File: src/rtl/dx_latch.sv
// Decode/execute pipeline register with stall, flush and load-use hazard detection.
// Holds the decoded instruction and its PC for the execute stage, exposes the
// opcode/register/immediate fields as slices of the registered word, and asks
// the upstream stages to hold for one cycle when a load feeds the next instruction.
module dx_latch #(
    parameter logic [4:0]  LW_OP = 5'b01000,
    parameter int unsigned PC_W  = 32
) (
    input  logic            clock,
    input  logic            reset,
    input  logic            in_valid,
    input  logic [31:0]     in_insn,
    input  logic [PC_W-1:0] in_pc,
    input  logic            stall_in,
    input  logic            flush,
    output logic            out_valid,
    output logic [31:0]     out_insn,
    output logic [PC_W-1:0] out_pc,
    output logic [4:0]      OP,
    output logic [4:0]      ALUOP,
    output logic [4:0]      rd,
    output logic [4:0]      rs,
    output logic [4:0]      rt,
    output logic [4:0]      shamt,
    output logic [31:0]     imm,
    output logic            stall_out
);

    localparam int unsigned INSN_W = 32;
    localparam int unsigned IMM_W  = 17;

    logic [4:0] in_op;
    logic [4:0] in_rs;
    logic [4:0] in_rt;
    logic       rd_match;
    logic       hazard;

    // Field slices of the registered instruction; no extra pipeline delay.
    assign OP    = out_insn[31:27];
    assign rd    = out_insn[26:22];
    assign rs    = out_insn[21:17];
    assign rt    = out_insn[16:12];
    assign shamt = out_insn[11:7];
    assign ALUOP = out_insn[6:2];
    assign imm   = {{(INSN_W - IMM_W){out_insn[IMM_W-1]}}, out_insn[IMM_W-1:0]};

    // Source fields of the incoming instruction; rt is only a source for R-type.
    assign in_op = in_insn[31:27];
    assign in_rs = in_insn[21:17];
    assign in_rt = in_insn[16:12];

    // Load-use hazard: the load in D/X writes a register the incoming insn reads.
    always_comb begin
        rd_match = 1'b0;
        hazard   = 1'b0;
        rd_match = (rd == in_rs) || ((in_op == 5'b00000) && (rd == in_rt));
        hazard   = out_valid && in_valid && (OP == LW_OP) && (rd != 5'd0) && rd_match;
    end

    // Upstream hold is only meaningful when this register would otherwise advance.
    assign stall_out = hazard && !flush && !stall_in;

    // Pipeline register update: reset, flush bubble, hold, hazard bubble, advance.
    always_ff @(posedge clock) begin
        if (reset) begin
            out_valid <= 1'b0;
            out_insn  <= '0;
            out_pc    <= '0;
        end else if (flush) begin
            out_valid <= 1'b0;
            out_insn  <= '0;
        end else if (stall_in) begin
            out_valid <= out_valid;
            out_insn  <= out_insn;
            out_pc    <= out_pc;
        end else if (hazard) begin
            out_valid <= 1'b0;
            out_insn  <= '0;
        end else begin
            out_valid <= in_valid;
            out_insn  <= in_valid ? in_insn : '0;
            out_pc    <= in_pc;
        end
    end

endmodule
File: config.mk
export PLATFORM = sky130hd
export DESIGN_NAME = dx_latch
export DESIGN_NICKNAME = d
export VERILOG_FILES = /design/src/rtl/dx_latch.sv
export SDC_FILE = /design/constraint.sdc
export NUM_CORES = 1
export LEC_CHECK = 0
export CAP_MARGIN = 15
export CORE_MARGIN = 2
export CORE_UTILIZATION = 40
export CTS_CLUSTER_DIAMETER = 120
export CTS_CLUSTER_SIZE = 12
export DETAILED_ROUTE_END_ITERATION = 10
export MAX_ROUTING_LAYER = met4
export PLACE_DENSITY = 0.81
export SLEW_MARGIN = 10
export SYNTH_ARGS = -nofsm -noshare
export SYNTH_HDL_FRONTEND = slang
export SYNTH_SLANG_ARGS = --single-unit
File: constraint.sdc
create_clock -name clock -period 2.2 [get_ports clock]
set_clock_uncertainty 0.05 [all_clocks]
set_input_delay 0.44 -clock clock [delete_from_list [all_inputs] [get_ports clock]]
set_output_delay 0.44 -clock clock [all_outputs]
set_load 0.005 [all_outputs]
==> impl_metrics.toml <==
[global_routing]
grt_max_degree = 65
grt_pass1_wl_um = 18900
grt_usage_pct = 23.7
gr-total-overflow = 0
antenna_found_initial = 0
grt_pass1_vias = 3720

[place]
placed_cell_area_um2 = 5450
numPortBuffers = 196
hpwl_um = 8410
gp_congestion = 0.810

[detailed_routing]
drtPass1Iterations = 5
drt_drc_violations_left = 0
vias = 3939
wl_um = 12600
wire_per_inst_um = 18.8
post_drt_via_cell_ratio = 5.87
drtAntennaViolNets = 0
drt_iter0_drc = 167

[critical_path]
crit_path_end_kind = "output port"
cp.arrival_ns = 1.81
crit_end = "stall_out"
worstPathRequired_ns = 1.71
regToRegStartpoint = "out_insn[23]"
r2r-end = "out_pc[25]"
cp_max_fo = 4
critPathLaunchType = "register"
regToRegSetupSlack_ns = 0.09
worstSetupStartpoint = "out_insn[23]"
reg2reg_depth = 7
path_class = "reg -> out"

[floorplanning]
dieWidth_um = 101
dieArea_um2 = 10200
die_y_um = 101
io_pins = 197
num_rows = 35
start_util_pct = 41.1
core-area_um2 = 9200

[cts]
worstSkewPairLatency_ns = 0.33
cts-buffers-inserted = 9
clock_path_buffers = 2
h-tree-depth = 3
clkTransAtPathRegs_ns = 0.07
cts.sinks = 65
cts_tree = "built"
clockRootBuffer = "clkbuf_8"
cts_hold_buffers = 0

[timing]
finalCritPeriodShare_pct = 105
hold_ws_ns = 0.347
final-hold-violation-count = 0
max_slew_margin_pct = 61.6
fmax_mhz = 435
rsz0062_at_grt = "true"
min_period_ns = 2.30
tightest_slew_ns = 0.577
setup_viol_count_final = 1
setup_ws_ns = -0.100
maxSlewViolCount = 0

[finish]
layout_commonest_cell = "clkdlybuf4s50_1"
area_growth_pct = 51.1
mostFrequentLayoutCells = "clkdlybuf4s50_1, nand3_1, nor3b_1"
fin_util_pct = 62.1
drive_above_1_share_pct = 12.1
fin_nets = 627
stdcell_area_um2 = 5710
n_antenna_cell = 0

[synth]
yosys_warnings = 0
yosysSeqAreaShare_pct = 34.4
synth_top_area_share_pct = 34.4
ys_types = 26
synthesis.area_um2 = 3780
ys_seq_elements = 65
avgSynthCellArea_um2 = 8.81
synth_top_cell_by_area = "dfxtp_1"
synth_area_leaders = "dfxtp_1, nor3b_1, buf_4, nand3_1, a32o_1"
synth_nets = 498
post_synth_inst_count = 429

[power]
leakage_uw = 0.00197
power.density_nw_per_um2 = 470
peakVddDrop_mv = 0.243

[run]
max_cap_violations = 0

[hold_path]
min_path_type = "in -> reg"

[outcome]
violations = "setup timing"
status = "finished with violations"
-- synth_stat cells --
master,instances
nor3b_1,67
nand3_1,66
dfxtp_1,65
buf_4,64
a32o_1,32
a32oi_1,32
clkbuf_1,32
o21ai_0,32
buf_2,8
xnor2_1,7
buf_8,3
nor3_1,3
xor2_1,3
nand2_1,2
nor2_1,2
a21o_1,1
a22o_1,1
and3_1,1
buf_1,1
buf_6,1
inv_1,1
nor4bb_1,1
o211ai_1,1
or2_1,1
or3_1,1
or4_1,1
-- critical path, stage by stage, from the launching register on --
cell	delay (ns)
dfxtp_4	0.36
or4_4	0.53
o211ai_1	0.25
a21o_1	0.17
nor2_2	0.04
buf_2	0.12
-- cells by family (layout without fill, tap and decap cells) --
family | count (synthesis) | in the layout | synth area share, %
xor+xnor | 10 | 10 | 2.32
simple gates | 145 | 145 | 23.8
flops | 65 | 65 | 34.4
buf+inv | 110 | 241 | 18.6
compound gates | 99 | 99 | 20.8
-- metrics by stage --
step / instances / TNS [ns] / power, uW / worst slack [ns]
floorplan: 429 / 0 / 1520 / 0.0690
global placement: 653 / -8.70 / 1840 / -0.709
detailed placement: 653 / -12.86 / 1850 / -0.756
CTS: 670 / -0.0968 / 2710 / -0.0965
global route: 671 / -0.171 / 2790 / -0.139
finish: 671 / -0.100 / 2680 / -0.100
-- worst min path at each step --
stage	startpoint	to	slack, ns	cells past startpoint
6_report	in_insn[29]	out_insn[29]	0.35	2
3_3_place_gp	out_insn[0]	out_insn[0]	0.42	1
2_1_floorplan	out_valid	out_valid	0.43	1
4_1_cts	in_insn[31]	out_insn[31]	0.43	2
3_5_place_dp	out_insn[21]	out_insn[21]	0.44	1
5_1_grt	in_insn[29]	out_insn[29]	0.34	2
-- state kept, by name, indices dropped and copies added, names as in the netlist --
name and count:
out_valid 1, out_pc 32, out_insn 32
-- layout make-up --
cell class	instances	area, um^2
tap	111	139
timing repair buffer	227	2240
clock inverter	1	5.00
multi-input combinational	254	1860
clock buffer	12	145
sequential	65	1320
inverter	1	3.75
fill	782	3490
-- routing by layer --
layer / vias to the layer above / global-route usage [%] / part of all wire [%]
met1: 1942 / 28.7 / 42
met4: 0 / 7.59 / 1.2
met3: 15 / 3.24 / 5.4
met5: - / - / 0
met2: 164 / 40.6 / 51
li1: 1818 / - / -
-- power breakdown --
part           switching (uW)  leakage [uW]  total, uW  internal (uW)
sequential               53.8      0.000536       1290           1240
combinational             193       0.00136        539            346
clock                     432     0.0000782        853            421
total                     679       0.00197       2680           2000
-- timing repair --
item,4_1_cts,5_1_grt
cloned,0,0
resized for setup,33,18
pin swaps,9,10
setup endpoints to repair,14,49
setup buffers,4,1
Note: power is estimated with default switching activity, not from simulation.
